## src/rtl/key_gen_pkg.sv

```systemverilog
// Shared types and constants for the key-press generator.
package key_gen_pkg;

    localparam int unsigned KEY_NUM = 4;
    localparam int unsigned CNT_W   = 24;
    localparam int unsigned LFSR_W  = 16;

    // Taps 16,14,13,11 of a left-shifting Fibonacci register map to bits 15,13,12,10.
    localparam logic [LFSR_W-1:0] LFSR_TAPS = 16'hB400;

    typedef enum logic [2:0] {
        ST_IDLE,
        ST_PRESS_BOUNCE,
        ST_HOLD,
        ST_REL_BOUNCE,
        ST_DONE
    } key_state_t;

    function automatic logic lfsr_fb(input logic [LFSR_W-1:0] s);
        return ^(s & LFSR_TAPS);
    endfunction

endpackage

```

## src/rtl/key_press_gen_if.sv

```systemverilog
// Press-request handshake between a requester (master) and the generator (slave).
interface key_press_gen_if;
    import key_gen_pkg::*;

    logic             req_valid;
    logic             req_ready;
    logic [1:0]       req_key;
    logic [CNT_W-1:0] req_hold;

    modport master (output req_valid, output req_key, output req_hold, input  req_ready);
    modport slave  (input  req_valid, input  req_key, input  req_hold, output req_ready);

endinterface

```

## src/rtl/key_gen_lfsr.sv

```systemverilog
// Free-running 16-bit Fibonacci LFSR supplying contact-bounce noise.
module key_gen_lfsr
    import key_gen_pkg::*;
#(
    parameter logic [LFSR_W-1:0] LFSR_SEED = 16'hACE1
) (
    input  logic              sys_clk,
    input  logic              sys_rst_n,
    output logic [LFSR_W-1:0] o_state
);

    // An all-zero state would lock up, so a zero seed falls back to 1.
    localparam logic [LFSR_W-1:0] SEED_EFF = (LFSR_SEED == '0) ? 16'h0001 : LFSR_SEED;

    logic [LFSR_W-1:0] r_state;

    always_ff @(posedge sys_clk or negedge sys_rst_n) begin
        if (!sys_rst_n) begin
            r_state <= SEED_EFF;
        end else begin
            r_state <= {r_state[LFSR_W-2:0], lfsr_fb(r_state)};
        end
    end

    assign o_state = r_state;

endmodule

```

## src/rtl/key_press_gen.sv

```systemverilog
// Push-button emulator: bounce / hold / bounce / done sequence on one of four keys.
// Bounce phases are built only when KEY_GEN_BOUNCE_EN is defined.
module key_press_gen
    import key_gen_pkg::*;
#(
    parameter int unsigned       BOUNCE_CYC = 100_000,
    parameter logic [LFSR_W-1:0] LFSR_SEED  = 16'hACE1
) (
    input  logic               sys_clk,
    input  logic               sys_rst_n,
    key_press_gen_if.slave     req,
    output logic [KEY_NUM-1:0] key_out,
    output logic               busy,
    output logic               done
);

    key_state_t       r_state;
    logic [CNT_W-1:0] r_cnt;
    logic [CNT_W-1:0] r_hold;
    logic [1:0]       r_idx;
    logic             r_ready;

    function automatic logic [KEY_NUM-1:0] key_vec(input logic [1:0] idx, input logic lvl);
        logic [KEY_NUM-1:0] v;
        v      = '1;
        v[idx] = lvl;
        return v;
    endfunction

`ifdef KEY_GEN_BOUNCE_EN
    localparam logic [CNT_W-1:0] BOUNCE_LAST = CNT_W'(BOUNCE_CYC - 1);

    logic [LFSR_W-1:0] w_lfsr;
    logic              w_bounce;

    key_gen_lfsr #(.LFSR_SEED(LFSR_SEED)) u_lfsr (
        .sys_clk   (sys_clk),
        .sys_rst_n (sys_rst_n),
        .o_state   (w_lfsr)
    );

    // Bit 0 of the LFSR's next state, so registered key_out tracks the live LFSR bit 0.
    assign w_bounce = lfsr_fb(w_lfsr);
`endif

    assign req.req_ready = r_ready;

    always_ff @(posedge sys_clk or negedge sys_rst_n) begin
        if (!sys_rst_n) begin
            r_state <= ST_IDLE;
            r_cnt   <= '0;
            r_hold  <= '0;
            r_idx   <= '0;
            r_ready <= 1'b0;
            key_out <= '1;
            busy    <= 1'b0;
            done    <= 1'b0;
        end else begin
            done <= 1'b0;
            case (r_state)
                ST_IDLE: begin
                    r_ready <= 1'b1;
                    if (req.req_valid && r_ready) begin
                        r_idx   <= req.req_key;
                        r_hold  <= req.req_hold;
                        r_cnt   <= '0;
                        r_ready <= 1'b0;
                        busy    <= 1'b1;
`ifdef KEY_GEN_BOUNCE_EN
                        r_state <= ST_PRESS_BOUNCE;
                        key_out <= key_vec(req.req_key, w_bounce);
`else
                        r_state <= ST_HOLD;
                        key_out <= key_vec(req.req_key, 1'b0);
`endif
                    end
                end
`ifdef KEY_GEN_BOUNCE_EN
                ST_PRESS_BOUNCE: begin
                    if (r_cnt == BOUNCE_LAST) begin
                        r_state <= ST_HOLD;
                        r_cnt   <= '0;
                        key_out <= key_vec(r_idx, 1'b0);
                    end else begin
                        r_cnt   <= r_cnt + 1'b1;
                        key_out <= key_vec(r_idx, w_bounce);
                    end
                end
`endif
                ST_HOLD: begin
                    if (r_cnt == r_hold) begin
`ifdef KEY_GEN_BOUNCE_EN
                        r_state <= ST_REL_BOUNCE;
                        r_cnt   <= '0;
                        key_out <= key_vec(r_idx, w_bounce);
`else
                        r_state <= ST_DONE;
                        key_out <= '1;
                        done    <= 1'b1;
`endif
                    end else begin
                        r_cnt <= r_cnt + 1'b1;
                    end
                end
`ifdef KEY_GEN_BOUNCE_EN
                ST_REL_BOUNCE: begin
                    if (r_cnt == BOUNCE_LAST) begin
                        r_state <= ST_DONE;
                        key_out <= '1;
                        done    <= 1'b1;
                    end else begin
                        r_cnt   <= r_cnt + 1'b1;
                        key_out <= key_vec(r_idx, w_bounce);
                    end
                end
`endif
                ST_DONE: begin
                    r_state <= ST_IDLE;
                    busy    <= 1'b0;
                    r_ready <= 1'b1;
                end
                default: begin
                    r_state <= ST_IDLE;
                end
            endcase
        end
    end

endmodule
```

## src/flat_wrapper.sv

```systemverilog
// flat-port wrapper written by rule: the top's interface ports become plain ports
module key_press_gen_flat import key_gen_pkg::*;
#(
    parameter int unsigned       BOUNCE_CYC = 100_000,
    parameter logic [LFSR_W-1:0] LFSR_SEED  = 16'hACE1
)
  (sys_clk, sys_rst_n, key_out, busy, done, req_req_valid, req_req_key, req_req_hold, req_req_ready);
  key_press_gen_if req_i ();
  input  logic sys_clk;
  input  logic sys_rst_n;
  output logic [KEY_NUM-1:0] key_out;
  output logic busy;
  output logic done;
  input wire logic [$bits(req_i.req_valid)-1:0] req_req_valid;
  input wire logic [$bits(req_i.req_key)-1:0] req_req_key;
  input wire logic [$bits(req_i.req_hold)-1:0] req_req_hold;
  output wire logic [$bits(req_i.req_ready)-1:0] req_req_ready;
  assign req_i.req_valid = req_req_valid;
  assign req_i.req_key = req_req_key;
  assign req_i.req_hold = req_req_hold;
  assign req_req_ready = req_i.req_ready;
  key_press_gen #(.BOUNCE_CYC(BOUNCE_CYC), .LFSR_SEED(LFSR_SEED)) u_core (.sys_clk(sys_clk), .sys_rst_n(sys_rst_n), .req(req_i), .key_out(key_out), .busy(busy), .done(done));
endmodule
```

## config.mk

```make
export PLATFORM = sky130hd
export DESIGN_NAME = key_press_gen_flat
export DESIGN_NICKNAME = d
export VERILOG_FILES = /design/src/rtl/key_gen_pkg.sv /design/src/rtl/key_press_gen_if.sv /design/src/rtl/key_gen_lfsr.sv /design/src/rtl/key_press_gen.sv /design/src/flat_wrapper.sv
export SDC_FILE = /design/constraint.sdc
export NUM_CORES = 1
export LEC_CHECK = 0
export ABC_AREA = 1
export BUFFER_PORTS_ARGS = -buffer_cell sky130_fd_sc_hd__buf_2
export CORE_AREA = 4 4 82 84
export DETAILED_ROUTE_END_ITERATION = 10
export DIE_AREA = 0 0 86 88
export GPL_ROUTABILITY_DRIVEN = 0
export GPL_TIMING_DRIVEN = 0
export PLACE_DENSITY = 0.79
export SLEW_MARGIN = 20
export SYNTH_ARGS = -nofsm -noshare
export SYNTH_HDL_FRONTEND = slang
export SYNTH_SLANG_ARGS = --single-unit
export TNS_END_PERCENT = 10
```

## constraint.sdc

```tcl
create_clock -name sys_clk -period 4.3 [get_ports sys_clk]
set_input_delay 0.645 -clock sys_clk [delete_from_list [all_inputs] [get_ports sys_clk]]
set_output_delay 0.645 -clock sys_clk [all_outputs]
set_load 0.05 [all_outputs]
```

==> impl_metrics.ini, run 1 <==
[status]
outcome = finished clean

[clocking]
post_cts_buffers = 0
cts_root_buf = clkbuf_8
clock_path_buffers = 2
cts_resized = 0
hold_buffers = 0
cts_tree = built
clkTransAtPathRegs_ps = 70
htreeDepth = 3
cts_sinks = 57
clk_latency_ps = 350
numCtsBuffers = 9

[power_and_ir_drop]
finalPower_mw = 1.13
combPwrFrac_pct = 2.1
seqPwrFrac_pct = 47.6
cellPowerDensity_mw_per_mm2 = 283
leakage_nw = 2.11
pwr-share-clk_pct = 50.4
power.switching_mw = 0.252
vdd_drop_max_v = 0.000221
intPower_mw = 0.876
switching_share_pct = 22.3

[sta]
post-route-period-util_pct = 45.4
fin_skew_ps = 9.65
finalSetupViolations = 0
max_slew_margin_pct = 49.4
timing.fmax_mhz = 513
slew_violations = 0
worstMarginPinSlew_ps = 755
period_needed_ps = 1950
hold_viol_final = 0
rsz0062_at_grt = no
tns_ps = 0

[flow_run]
drv_cap = 0

[detailed_routing]
antenna_left = 0
drc = 0
viasPerCell = 5.14
route.vias.total = 3277
wire_per_inst_um = 13.2
routed_wl_um = 8380
drt_pass1_iterations = 4
drt-initial-drc-count = 257

[hold_path]
hold_path.class = in2async

[setup_path]
cpMaxStageDelayCell = nor3_2
cp.depth = 5
cpLargestDelayFamily = simple AND/OR/NAND/NOR gates
cp-end-kind = flip-flop
crit_path_start_kind = flip-flop
worstPathCellList = nor3_2 -> inv_2 -> clkbuf_1 -> nand3_1 -> nand2_1
rr_worst_depth = 5
crit_buf_inv = 2
critPathMaxFanout = 10
r2r_end = u_core.r_cnt[15]
critical_path.max_stage_delay_ps = 630
cp.required_ps = 4540
critPathKind = reg2reg
crit_end = u_core.r_cnt[15]
timing.rr.start = u_core.r_state[1]
crit_arrival_ps = 2190
startpoint = u_core.r_state[1]
rrSetupSlack_ps = 2350

[logic_synthesis]
syn_nets = 541
syn_avg_cell_area_um2 = 6.83
yosysTopAreaCell = dfrtp_1
ys_ff_latch = 57
syn_area_mm2 = 0.00349
synth_cell_types = 27
syn_inst = 511
ys_warn_count = 0
synth_top_area_share_pct = 38.0
synth_sequential_area_ratio_pct = 41.0
synth.area.top_cells = dfrtp_1, nand2_1, nand3_1

[global_routing]
grt-ovfl-total = 0
grt_pass1_wl_um = 14400
grt_max_degree = 58
antenna_found_initial = 0
grt_util_all_layers_pct = 24.6
grt_pass1_vias = 3114

[cells_and_area]
n_fill_cell = 519
antenna_cells = 0
drive_above_1_share_pct = 15.8
layout_common_cells = nand2_1, inv_1, dfrtp_1
layout_commonest_cell = nand2_1
finalNetCount = 587
area_growth_pct = 14.3

[place]
place.port_buffers = 35
dp.final_hpwl_um = 6250

[die]
std_cell_rows = 28
die_h_um = 88
pin_count = 36
die_w_um = 86
die-area_mm2 = 0.00757
start_util_pct = 59.0
coreArea_mm2 = 0.00592
metrics by stage:
step	area, um^2	hold slack [ps]	util, %	setup slack (ps)	cells
after CTS	3990	363	67.4	2350	637
final	3990	336	67.4	2350	637
after detailed placement	3760	486	63.5	2050	621
after global placement	3760	476	63.5	2120	621
after floorplan	3490	349	-	2600	511
after global routing	3990	402	67.4	2120	637
worst reg2reg max path: cells and delay by family, from the launching register on:
family	cells	cell delay [ps]
flops	1	420
simple gates	3	860
buf+inv	2	560
worst min-delay path by stage:
| stage | from | to | cells after the start |
|---|---|---|---|
| final | sys_rst_n | u_core.r_hold[15] | 1 |
| after global routing | sys_rst_n | u_core.r_hold[15] | 1 |
| after CTS | sys_rst_n | u_core.r_hold[15] | 1 |
| after detailed placement | u_core.key_out[2] | u_core.key_out[2] | 2 |
| after global placement | u_core.key_out[0] | u_core.key_out[0] | 2 |
| after floorplan | sys_rst_n | u_core.busy | 0 |
sequential cells by signal (all words and copies together) (netlist names):
register	flops
u_core.r_state	2
u_core.req.req_ready	1
u_core.busy	1
u_core.key_out	4
u_core.r_hold	24
u_core.r_cnt	24
u_core.done	1
power by group through the flow:
stage | Sequential [mW] | Clock (mW) | Combinational [mW]
floorplan | 0.546 | 0 | 0.000851
global placement | 0.546 | 0 | 0.0237
detailed placement | 0.546 | 0 | 0.0243
CTS | 0.536 | 0.583 | 0.0244
global route | 0.536 | 0.604 | 0.0273
finish | 0.536 | 0.568 | 0.0233
synth_stat cells (all sizes together):
master and count:
nand3 45, inv 63, nand4 10, buf 7, nand2 213, xnor2 6, clkbuf 8, nor4 1
clkinv 1, nor3 7, nor2 53, dfstp 4, dfrtp 53, xor2 17, o21ai 20, a21oi 1
ha 1, nor3b 1
cell families after synthesis:
kind of cell | Yosys count | synth area share [%]
compound gates | 21 | 3.01
xor+xnor | 23 | 5.77
fa+ha+maj | 1 | 0.358
buf+inv | 79 | 9.43
flops | 57 | 41.0
simple gates | 330 | 40.4
per-layer routing:
layer  up-vias  track usage [%]  share of wire (%)
met1      1500             31.8                 44
met5         -                0                  0
met2        95             40.2                 48
met4         0             9.21                2.1
li1       1662                -                  -
met3        20             6.11                5.9
cell type report:
| class | count | area [um^2] | area share [%] |
|---|---|---|---|
| multi-input combinational | 375 | 1730 | 43.4 |
| clock inverter | 7 | 103 | 2.57 |
| timing repair buffer | 35 | 178 | 4.45 |
| clock buffer | 9 | 124 | 3.11 |
| buffer | 15 | 88.8 | 2.23 |
| sequential | 57 | 1430 | 35.9 |
| inverter | 64 | 240 | 6.02 |
| tap | 75 | 93.8 | 2.35 |
Power figures use the tool's default switching activity.
==> run 2: changes to the inputs <==
--- a/config.mk
+++ b/config.mk
@@ -7,12 +7,12 @@
 export LEC_CHECK = 0
 export ABC_AREA = 1
 export BUFFER_PORTS_ARGS = -buffer_cell sky130_fd_sc_hd__buf_2
-export CORE_AREA = 4 4 82 84
+export CORE_AREA = 4 4 87 89
 export DETAILED_ROUTE_END_ITERATION = 10
-export DIE_AREA = 0 0 86 88
+export DIE_AREA = 0 0 91 93
 export GPL_ROUTABILITY_DRIVEN = 0
 export GPL_TIMING_DRIVEN = 0
-export PLACE_DENSITY = 0.79
+export PLACE_DENSITY = 0.74
 export SLEW_MARGIN = 20
 export SYNTH_ARGS = -nofsm -noshare
 export SYNTH_HDL_FRONTEND = slang
==> constraint.sdc (replaced) <==
create_clock -name sys_clk -period 1.75 [get_ports sys_clk]
set_input_delay 0.2625 -clock sys_clk [delete_from_list [all_inputs] [get_ports sys_clk]]
set_output_delay 0.2625 -clock sys_clk [all_outputs]
set_load 0.05 [all_outputs]
==> impl_metrics.ini, run 2 (synthesized netlist as in run 1, its figures left out) <==
[clocking]
clkTransAtPathRegs_ps = 80
hold_buffers = 0
cts_sinks = 57
clock_path_buffers = 2
cts_root_buf = clkbuf_8
htreeDepth = 3
clk_latency_ps = 350
numCtsBuffers = 9
cts_tree = built

[global_routing]
grt_pass1_wl_um = 14700
grt_pass1_vias = 3254
grt_util_all_layers_pct = 21.6
grt_max_degree = 58
grt-ovfl-total = 0
antenna_found_initial = 0

[sta]
setup_slack_ps = -19.5
whs_ps = -21.7
rsz0062_at_grt = yes
period_needed_ps = 1770
finalSetupViolations = 5
worstMarginPinSlew_ps = 735
fin_skew_ps = 14.4
timing.fmax_mhz = 565
post-route-period-util_pct = 101
hold_viol_final = 43
slew_violations = 0
max_slew_margin_pct = 51.0

[power_and_ir_drop]
leakage_nw = 2.21
vdd_drop_max_v = 0.000468
cellPowerDensity_mw_per_mm2 = 620

[setup_path]
critPathKind = reg2reg
cpMaxStageDelayCell = dfrtp_2
critical_path.max_stage_delay_ps = 450
cpLargestDelayFamily = simple AND/OR/NAND/NOR gates
startpoint = u_core.r_cnt[7]
r2r_end = u_core.r_cnt[16]
cp.depth = 10
timing.rr.start = u_core.r_cnt[7]
worstPathCellList = xor2_1 -> nor2_1 -> nand2_1 -> nor2_4 -> nand3_4 -> nand2_8 -> nand2_8 -> clkbuf_16 -> nand2_2 -> nand2_1
critPathMaxFanout = 6
rrSetupSlack_ps = -20
cp-end-kind = flip-flop
cp.required_ps = 1990
crit_buf_inv = 1
crit_end = u_core.r_cnt[16]
crit_path_start_kind = flip-flop
crit_arrival_ps = 2010
rr_worst_depth = 10

[place]
dp.final_hpwl_um = 6310
placed_area_mm2 = 0.00377
post-place-cells = 626
post-place-ws_ps = -201
place.port_buffers = 35

[die]
coreArea_mm2 = 0.00676
die_w_um = 91
std_cell_rows = 30
die-area_mm2 = 0.00846
die_h_um = 93
start_util_pct = 51.7
pin_count = 36

[cells_and_area]
finalNetCount = 611
area_growth_pct = 22.7
drive_above_1_share_pct = 24.4
fin_cells = 666
utilization_pct = 63.4
layout_common_cells = nand2_1, inv_1, nor2_1
reg_top3 = u_core.r_cnt: 24 flops, u_core.r_hold: 24 flops, u_core.key_out: 4 flops
fin_area_mm2 = 0.00428
layout_commonest_cell = nand2_1
antenna_cells = 0

[status]
outcome = finished, violations left
failed_checks = hold timing, setup timing

[flow_run]
drv_cap = 0

[detailed_routing]
drt-initial-drc-count = 440
drt_pass1_iterations = 6
viasPerCell = 5.28
routed_wl_um = 9390
antenna_left = 0
drc = 0
wire_per_inst_um = 14.1
route.vias.total = 3517

[hold_path]
hold_path.class = in2async
-- run 2: cell count changes in the layout (fill, tap and decap cells not counted), moves of 3 or more --
cell	before	now
inv_1	53	48
buf_4	3	25
clkinv_4	3	0
dfrtp_2	0	14
nand2_1	202	197
nand2_2	9	12
dfrtp_1	53	39
inv_2	10	15
-- run 2: worst min path at each step --
stage | from | endpoint | slack [ps] | depth (start not counted)
3_3_place_gp | req_req_hold[3] | u_core.r_hold[3] | 460 | 3
6_report | sys_rst_n | u_core.r_hold[15] | -20 | 1
3_5_place_dp | sys_rst_n | u_core.r_hold[0] | 390 | 1
2_1_floorplan | sys_rst_n | u_core.busy | -30 | 0
4_1_cts | sys_rst_n | u_core.r_cnt[13] | 7 | 1
5_1_grt | sys_rst_n | u_core.r_hold[22] | 60 | 1
-- run 2: report_power, final --
| part | total, mW | switching [mW] | leakage [nW] | internal (mW) |
|---|---|---|---|---|
| clock network | 1.28 | 0.585 | 0.0949 | 0.697 |
| registers | 1.32 | 0 | 0.590 | 1.32 |
| logic | 0.0583 | 0.0356 | 1.53 | 0.0227 |
| total | 2.66 | 0.621 | 2.21 | 2.04 |
-- run 2: metal layers --
layer  wire (um)  part of all wire, %  up-vias  GRT usage (%)
li1            -                    -     1712              -
met1        3950                   42     1625           27.5
met2        4500                   48      152           36.8
met3         658                  7.0       28           3.70
met4         280                  3.0        0           8.42
met5           0                    0        -              0
-- run 2: area by class of cell --
type | count | area [um^2]
clock buffers | 10 | 138
fillers | 591 | 2470
flip-flops and latches | 57 | 1450
inverters | 64 | 240
multi-input cells | 375 | 1800
repair buffers | 60 | 383
plain buffers | 14 | 106
clock inverters | 6 | 66.3
well taps | 80 | 100
-- run 2: what timing repair did --
action | 4_1_cts | 5_1_grt
resized for setup | 8 | 35
setup endpoints to repair | 50 | 35
pin swaps | 2 | 14
buffers inserted | 4 | 20
cloned | 0 | 1
-- run 2: per-stage QoR --
| stage | setup TNS [ps] | total power [mW] |
|---|---|---|
| 2_1_floorplan | 0 | 1.34 |
| 3_3_place_gp | -3940 | 1.40 |
| 3_5_place_dp | -5140 | 1.40 |
| 4_1_cts | -18.5 | 2.67 |
| 5_1_grt | -1730 | 2.74 |
| 6_report | -70.4 | 2.66 |
